File: src/rtl/fft_pkg.sv
`default_nettype none
// ============================================================================
// Module      : fft_pkg
// Description : Shared FFT definitions. Default geometry, the control-FSM
//               state encoding used by all FFT control blocks, and a
//               width-parameterised bit-reverse helper.
// Revision    : 1.0 - initial release
// ============================================================================
package fft_pkg;

  localparam int FFT_DW    = 10;
  localparam int FFT_LANES = 8;
  localparam int FFT_BEATS = 8;

  // Encoding is shared with the other FFT control FSMs; keep values fixed.
  typedef enum logic [1:0] {
    ST_IDLE = 2'b00,
    ST_LOAD = 2'b01,
    ST_SEND = 2'b10
  } fft_state_t;

  // Reverse the low 'width' bits of value; upper bits of the result are zero.
  function automatic logic [31:0] bitrev(input logic [31:0] value, input int width);
    logic [31:0] r;
    r = '0;
    for (int i = 0; i < width; i++) begin
      r[5'(i)] = value[5'(width - 1 - i)];
    end
    return r;
  endfunction

endpackage : fft_pkg
`default_nettype wire

File: src/rtl/fft_frame_buffer.sv
`default_nettype none
// ============================================================================
// Module      : fft_frame_buffer
// Description : N-entry complex sample store for one FFT frame. A full beat
//               of LANES samples is written per cycle; lane l of beat b lands
//               in slot l*BEATS + b. One combinational read port by slot.
//               Storage is cleared by the asynchronous reset.
// Revision    : 1.0 - initial release
// ============================================================================
module fft_frame_buffer #(
  parameter  int DW    = 10,
  parameter  int LANES = 8,
  parameter  int BEATS = 8,
  localparam int N     = LANES * BEATS,
  localparam int IDX_W = $clog2(N),
  localparam int BW    = $clog2(BEATS)
) (
  input  logic                  clk,
  input  logic                  rst_n,
  input  logic                  wr_en,
  input  logic [BW-1:0]         wr_beat,
  input  logic [LANES*DW-1:0]   wr_re,
  input  logic [LANES*DW-1:0]   wr_im,
  input  logic [IDX_W-1:0]      rd_slot,
  output logic [DW-1:0]         rd_re,
  output logic [DW-1:0]         rd_im
);

  // Each word holds {re, im}.
  logic [2*DW-1:0] r_mem [N];

  // Beat write: every slot whose beat column matches takes its lane's sample.
  always_ff @(posedge clk or negedge rst_n) begin
    if (!rst_n) begin
      for (int k = 0; k < N; k++) begin
        r_mem[IDX_W'(k)] <= '0;
      end
    end else if (wr_en) begin
      for (int k = 0; k < N; k++) begin
        if (BW'(k % BEATS) == wr_beat) begin
          r_mem[IDX_W'(k)] <= {wr_re[(k / BEATS) * DW +: DW],
                               wr_im[(k / BEATS) * DW +: DW]};
        end
      end
    end
  end

  assign {rd_re, rd_im} = r_mem[rd_slot];

endmodule : fft_frame_buffer
`default_nettype wire

File: src/rtl/fft_output_serializer.sv
`default_nettype none
// ============================================================================
// Module      : fft_output_serializer
// Description : Captures one FFT frame (LANES samples per beat, BEATS beats)
//               and streams it out one complex sample per valid/ready
//               handshake, with frame-last marking, a frequency-bin index,
//               and start-overrun flagging.
//               Build option: define FFT_OUT_BITREV_EN to emit the frame in
//               bit-reversed index order.
// Revision    : 1.0 - initial release
// ============================================================================
module fft_output_serializer
  import fft_pkg::*;
#(
  parameter  int DW    = FFT_DW,
  parameter  int LANES = FFT_LANES,
  parameter  int BEATS = FFT_BEATS,
  localparam int N     = LANES * BEATS,
  localparam int IDX_W = $clog2(N),
  localparam int BW    = $clog2(BEATS)
) (
  input  logic                  clk,
  input  logic                  rst_n,
  input  logic                  start_send,
  input  logic                  din_valid,
  input  logic [LANES*DW-1:0]   dinre,
  input  logic [LANES*DW-1:0]   dinim,
  output logic [DW-1:0]         dout_re,
  output logic [DW-1:0]         dout_im,
  output logic                  dout_valid,
  input  logic                  dout_ready,
  output logic                  dout_last,
  output logic [IDX_W-1:0]      dout_index,
  output logic                  men,
  output logic                  busy,
  output logic                  start_drop
);

  fft_state_t         r_state;
  logic [BW-1:0]      r_beat;
  logic [IDX_W-1:0]   r_rd_idx;
  logic               r_dout_valid;
  logic               r_men;
  logic               r_busy;
  logic               r_start_drop;

  logic               w_wr_en;
  logic [IDX_W-1:0]   w_slot;
  logic               w_rd_last;

  assign w_wr_en   = (r_state == ST_LOAD) && din_valid;
  assign w_rd_last = (r_rd_idx == IDX_W'(N - 1));

`ifdef FFT_OUT_BITREV_EN
  assign w_slot = IDX_W'(bitrev(32'(r_rd_idx), IDX_W));
`else
  assign w_slot = r_rd_idx;
`endif

  fft_frame_buffer #(
    .DW    (DW),
    .LANES (LANES),
    .BEATS (BEATS)
  ) u_frame_buffer (
    .clk     (clk),
    .rst_n   (rst_n),
    .wr_en   (w_wr_en),
    .wr_beat (r_beat),
    .wr_re   (dinre),
    .wr_im   (dinim),
    .rd_slot (w_slot),
    .rd_re   (dout_re),
    .rd_im   (dout_im)
  );

  // Control FSM: load beats, then stream samples; status outputs registered.
  always_ff @(posedge clk or negedge rst_n) begin
    if (!rst_n) begin
      r_state      <= ST_IDLE;
      r_beat       <= '0;
      r_rd_idx     <= '0;
      r_dout_valid <= 1'b0;
      r_men        <= 1'b0;
      r_busy       <= 1'b0;
      r_start_drop <= 1'b0;
    end else begin
      // A start outside IDLE never disturbs the frame in flight.
      r_start_drop <= start_send && (r_state != ST_IDLE);
      unique case (r_state)
        ST_IDLE: begin
          if (start_send) begin
            r_state <= ST_LOAD;
            r_beat  <= '0;
            r_busy  <= 1'b1;
          end
        end
        ST_LOAD: begin
          if (din_valid) begin
            r_beat <= r_beat + BW'(1);
            if (r_beat == BW'(BEATS - 1)) begin
              r_state      <= ST_SEND;
              r_rd_idx     <= '0;
              r_dout_valid <= 1'b1;
              r_men        <= 1'b1;
            end
          end
        end
        ST_SEND: begin
          if (dout_ready) begin
            if (w_rd_last) begin
              r_state      <= ST_IDLE;
              r_rd_idx     <= '0;
              r_dout_valid <= 1'b0;
              r_men        <= 1'b0;
              r_busy       <= 1'b0;
            end else begin
              r_rd_idx <= r_rd_idx + IDX_W'(1);
            end
          end
        end
        default: begin
          r_state      <= ST_IDLE;
          r_dout_valid <= 1'b0;
          r_men        <= 1'b0;
          r_busy       <= 1'b0;
        end
      endcase
    end
  end

  assign dout_valid = r_dout_valid;
  assign dout_last  = r_dout_valid && w_rd_last;
  assign dout_index = w_slot;
  assign men        = r_men;
  assign busy       = r_busy;
  assign start_drop = r_start_drop;

endmodule : fft_output_serializer
`default_nettype wire

File: config.mk
export PLATFORM = sky130hd
export DESIGN_NAME = fft_output_serializer
export DESIGN_NICKNAME = d
export VERILOG_FILES = /design/src/rtl/fft_pkg.sv /design/src/rtl/fft_frame_buffer.sv /design/src/rtl/fft_output_serializer.sv
export SDC_FILE = /design/constraint.sdc
export NUM_CORES = 1
export LEC_CHECK = 0
export BUFFER_PORTS_ARGS = -buffer_cell sky130_fd_sc_hd__buf_2
export CAP_MARGIN = 20
export CELL_PAD_IN_SITES_DETAIL_PLACEMENT = 0
export CELL_PAD_IN_SITES_GLOBAL_PLACEMENT = 1
export CORE_ASPECT_RATIO = 0.5
export CORE_MARGIN = 1.5
export CORE_UTILIZATION = 28
export CTS_BUF_LIST = sky130_fd_sc_hd__clkbuf_8
export DETAILED_ROUTE_END_ITERATION = 8
export PLACE_DENSITY_LB_ADDON = 0.1
export SLEW_MARGIN = 15
export SYNTH_ARGS = -nofsm -noshare
export SYNTH_HDL_FRONTEND = slang
export SYNTH_HIERARCHICAL = 1
export SYNTH_SLANG_ARGS = --single-unit
File: constraint.sdc
create_clock -name clk -period 2.2 [get_ports clk]
set_input_delay 0.22 -clock clk [delete_from_list [all_inputs] [get_ports clk]]
set_output_delay 0.22 -clock clk [all_outputs]
set_load 0.03 [all_outputs]
======== Word-level counts from Yosys, hierarchy flattened ========
Index checks and enable logic that the tools add are counted.
W data, S select, Z words.
operators by class
  div/mod/pow operators ................... 0
  shifts and indexed selects .............. 0
  add/subtract/negate cells ............... 2
  multipliers ............................. 0
  reductions and logical operators ........ 21
  order comparisons ....................... 1
  multiplexer cells ....................... 24
  bitwise logic cells ..................... 3
  equality and inequality tests ........... 16
operators with widths
  cell                   count
  $bmux W20 S6           1
  $mux W20               2
  $mux W6                4
  $reduce_and A2 Y1      8
  $eq A3 B3 Y1 const A   4
  $pmux W6 S2            1
  $mux W2                5
  $reduce_and A5 Y1      2
  $ne A2 B2 Y1 const B   4
  $reduce_and A4 Y1      2
  $ge A7 B7 Y1 const B   1
  $not A6 Y7             1
  $add A6 B1 Y6 const B  1
  $eq A2 B3 Y1 const A   2
  $eq A6 B6 Y1 const B   1
  $mux W3                2
  $pmux W1 S3            2
  $pmux W2 S3            1
  $pmux W3 S2            1
  $reduce_bool A2 Y1     3
  $mux W1                5
  $add A3 B1 Y3 const B  1
  $eq A1 B3 Y1 const A   1
  $eq A3 B3 Y1 const B   1
  other kinds (8)        11
word-level totals
  memories kept ........................... 0
  latch bits .............................. 0
  ROM bits ................................ 0
  input port bits ......................... 165
  register bits ........................... 654
  RAM bits ................................ 0

======== Depth between registers and ports, before layout ========
  depth after elaboration ................. 4
  gate-level depth with buffers ........... 8
  mapped depth without buffers ............ 6

======== By module ========
The synthesis kept the hierarchy.
by module, submodules not included
  module                 sequential area each (µm²)  cells an instance  area an instance (µm²)  times used
  fft_frame_buffer       16015.4                     1755               29094.2                 1
  fft_output_serializer  350.3                       75                 765.7                   1

======== Worst setup path after synthesis ========
No wires, ideal clock.
  kind .................................... register to output
  start point ............................. register r_rd_idx[1] (netlist: dout_index[1])
  end point ............................... output dout_im[9]
  data arrival time ....................... 2219 ps
  path slack .............................. -239 ps
  stages on the path, launching flop included .. 9
  buffers on the path ..................... 4
  path through ............................ dfrtp_1 -> buf_6 -> buf_12 -> buf_6 -> nor2_2 -> buf_6 -> a221oi_1 -> o21ai_0 -> a31oi_1
between the ends
  cells in the longest elaborated chain, start to end .. 4
RTL lines
  item                                          RTL line                      text
  start: declaration                            fft_output_serializer.sv:41   logic [IDX_W-1:0] r_rd_idx;
  start signal: assignment                      fft_output_serializer.sv:117  r_rd_idx <= r_rd_idx + IDX_W'(1);
  $not A6 Y7 (not written as such)              fft_frame_buffer.sv:48        assign {rd_re, rd_im} = r_mem[rd_slot];
  $bmux W20 S6                                  fft_frame_buffer.sv:48
  $mux W20 (not written as such) (2 in series)  fft_frame_buffer.sv:48
  end: declaration                              fft_output_serializer.sv:29   output logic [DW-1:0] dout_im,
No other way between the ends. The select of a mux whose other input is x is not followed.

======== Final worst setup path ========
  start point ............................. register r_rd_idx[1] (netlist: dout_index[1])
  end point ............................... output dout_re[3]
between the ends
  cells in the longest elaborated chain, start to end .. 4
RTL lines
  item                                          RTL line                     text
  $not A6 Y7 (not written as such)              fft_frame_buffer.sv:48
  $bmux W20 S6                                  fft_frame_buffer.sv:48
  $mux W20 (not written as such) (2 in series)  fft_frame_buffer.sv:48
  end: declaration                              fft_output_serializer.sv:28  output logic [DW-1:0] dout_re,
No other way between the ends. The select of a mux whose other input is x is not followed.

==> out/qor.yml <==
run_status:
  outcome: "finished with violations"
  violations: "DRC, setup timing"
synthesis:
  synth.distinct_cells: 53
  ys.warnings.count: 1286
  synth_top_area_cell: "dfrtp_1"
  synthesis.nets: 1998
  synth_top_area_frac: 0.548
  seq_area_frac_synth: 0.548
  synth_edf_count: 0
  syn-cell-area_mm2: 0.0299
  postSynthAreaPerCell_um2: 16.3
  synth.top_cells.by_area: "dfrtp_1 (55%), mux2_2 (24%), mux4_2 (8.4%)"
  ys_async_sr_fraction: 1.00
  synth_seq_cells: 654
  synthCells: 1830
  ys.flop_type: "dfrtp_1"
routing:
  dr.pass1.iters: 6
  num_vias: 18100
  drt-initial-drc-count: 987
  final_antenna_net_count: 0
  post-route-drc-count: 4
  detail_route.vias_per_cell: 4.76
  totalWireLength_mm: 96.0
  drt-wirelength-per-cell_um: 25.3
cells_and_area:
  area_growth_pct: 30.0
  final_cells: 3795
  drive_gt1_frac: 0.575
  fin_nets: 2455
  fin_util: 0.368
placed_design:
  dpl.hpwl_mm: 59.8
  io_buffers: 115
  pre_cts_ws_ps: -666
  gp_congestion: 0.729
  dp.cells: 3461
sta:
  skew_ps: 22.7
  setup_ws_ps: -1080
  setup_viol: 26
  fmax_ghz: 0.305
  worstMarginPinSlew_ps: 720
  hold_violations: 0
  fin_crit_sh: 1.49
  grt_setup_unrepaired: "yes"
  finalCriticalPeriod_ps: 3280
  setup_tns_ps: -20240
  maxSlewHeadroom: 0.519
  slew_viol_final: 0
die:
  coreArea_mm2: 0.105
  rows: 84
  dieArea_mm2: 0.109
  chipWidth_um: 465
  io_pins: 196
  initial_utilization: 0.283
  die_h_um: 234
clock_tree:
  htree_num_levels: 3
  clkLatencyLatePin_ps: 790
  cts_tree: "yes"
  clkTransAtPathRegs_ps: 70
  clock-sinks: 654
  max-clock-path-buffers: 3
  cts-root-buf: "clkbuf_8"
  cts_buffers: 108
critical_path:
  critPathKind: "flip-flop to primary output"
  crit_required_ps: 1980
  cp-start-kind: "flip-flop"
  cp-end-kind: "primary output"
  crit_arrival_ps: 3060
  cp_max_fo: 8
power_and_ir_drop:
  vdd_drop_max_uv: 559
  powerDensity_mw_per_mm2: 1470
  leakagePower_nw: 16.5
  power.total_w: 0.0570
grt:
  grt-ovfl-total: 0
  track_usage: 0.173
  grt_pass1_wl_mm: 138
  antenna_found_initial: 3
  grt_pass1_vias: 19300
  grt_max_degree: 79
worst_hold_path:
  min_path_type: "input pin to asynchronous set/reset pin"
run:
  drv_cap: 0
[worst max-delay path, stage by stage, from the launching register on]
cell     delay [ps]
dfrtp_4         540
buf_12          180
buf_16          150
buf_12          140
buf_12          130
mux4_2          430
a22oi_2         270
buf_4           170
a31oi_4          80
buf_6           180
[synth_stat cells (4+ instances only)]
cell type	count
mux2_2	630
buf_2	60
a31oi_1	22
buf_6	23
clkbuf_1	20
buf_12	5
nor2_1	4
mux2_1	10
nand2_1	14
mux4_2	112
nor2b_1	4
a22oi_1	20
mux4_1	28
inv_1	4
and2_1	4
mux2i_1	81
o21ai_0	12
a221oi_1	16
o2111ai_1	4
dfrtp_1	654
buf_4	22
a221o_1	20
o21ai_1	12
[area by class of cell]
type,count,area (um^2)
Multi-Input combinational cell,1036,13200
Fill cell,10100,66600
Clock inverter,53,248
Antenna cell,2,5.00
Timing Repair Buffer,482,5270
Clock buffer,144,1980
Tap cell,1419,1780
Sequential cell,654,16400
Inverter,5,18.8
[state kept, by name (all words and copies together), names as in the netlist]
signal / count
start_drop: 1
r_beat: 3
u_frame_buffer/r_mem: 640
dout_index: 6
busy: 1
men: 1
r_state: 2
[repair_timing]
action                     in CTS  in global routing
pin swaps                      11                 14
hold endpoints to repair     1204                  0
setup endpoints to repair      23                157
setup buffers                  14                 19
cloned                          1                 17
hold buffers                   85                  0
gates resized for setup        97                 73
[report_power, final]
part / leakage, nW / internal, W / switching, W
Sequential: 7.97 / 0.0179 / 0.00287
Combinational: 7.21 / 0.0142 / 0.0109
Clock: 1.31 / 0.00591 / 0.00524
Total: 16.5 / 0.0380 / 0.0190
[layer usage]
layer,vias to the layer above,GRT usage,part of all wire
li1,7934,-,-
met1,9804,0.259,0.52
met2,239,0.260,0.44
met3,101,0.0287,0.029
met4,0,0.0391,0.014
met5,-,0,0
[through the flow]
step,hold WS [ps],area (um^2)
6_report,147,38800
5_1_grt,88.3,38800
4_1_cts,56.6,38000
3_5_place_dp,203,34400
3_3_place_gp,211,34400
2_1_floorplan,-75.6,30200
[cell families (layout without fill, tap and decap cells)]
kind of cell             after synthesis  count (layout)  share of synthesized area
XOR/XNOR                               2               2                   0.000587
AND/OR/NAND/NOR                       50              50                     0.0101
flip-flops                           654             654                      0.548
multiplexers                         861             861                      0.378
AO/OA/AOI/OAI                        120             120                     0.0301
adder cells (fa/ha/maj)                3               3                    0.00126
buffers and inverters                140             684                     0.0323
other                                  0               2                          0
[final timing paths]
path | start | endpoint | slack [ps] | cells past startpoint
max | dout_index[1] | dout_re[3] | -1080 | 9
min | rst_n | u_frame_buffer/r_mem[1008] | 150 | 3
max reg2reg | r_state[1] | u_frame_buffer/r_mem[1228] | -30 | 10
min reg2reg | u_frame_buffer/r_mem[1109] | u_frame_buffer/r_mem[1109] | 480 | 1
max in group asynchronous | rst_n | u_frame_buffer/r_mem[1210] | 1520 | 4
min in group clk | start_send | start_drop | 240 | 3
[placed cells by master, fill, tap and decap left out, types with 3 or more instances in the layout]
cell type and instances:
clkbuf_16 14, o21bai_1 3, buf_4 150, a22o_1 3, clkbuf_8 144, a221o_1 12, nor2_1 3, dfrtp_1 650
o21ai_1 15, mux4_2 113, mux2i_1 75, o2111ai_2 3, o21ai_0 9, buf_2 92, a221oi_1 13, mux2_4 32
buf_16 11, a22oi_1 11, a221o_2 8, a31oi_4 20, clkinv_2 4, buf_8 5, dlygate4sd3_1 84, mux2i_2 4
buf_12 79, mux2_1 10, inv_1 48, mux2_2 598, dfrtp_4 3, a221oi_2 3, nand2_1 13, mux4_1 27
a22oi_2 9, buf_6 47, nand4b_1 3
Power figures use the tool's default switching activity.
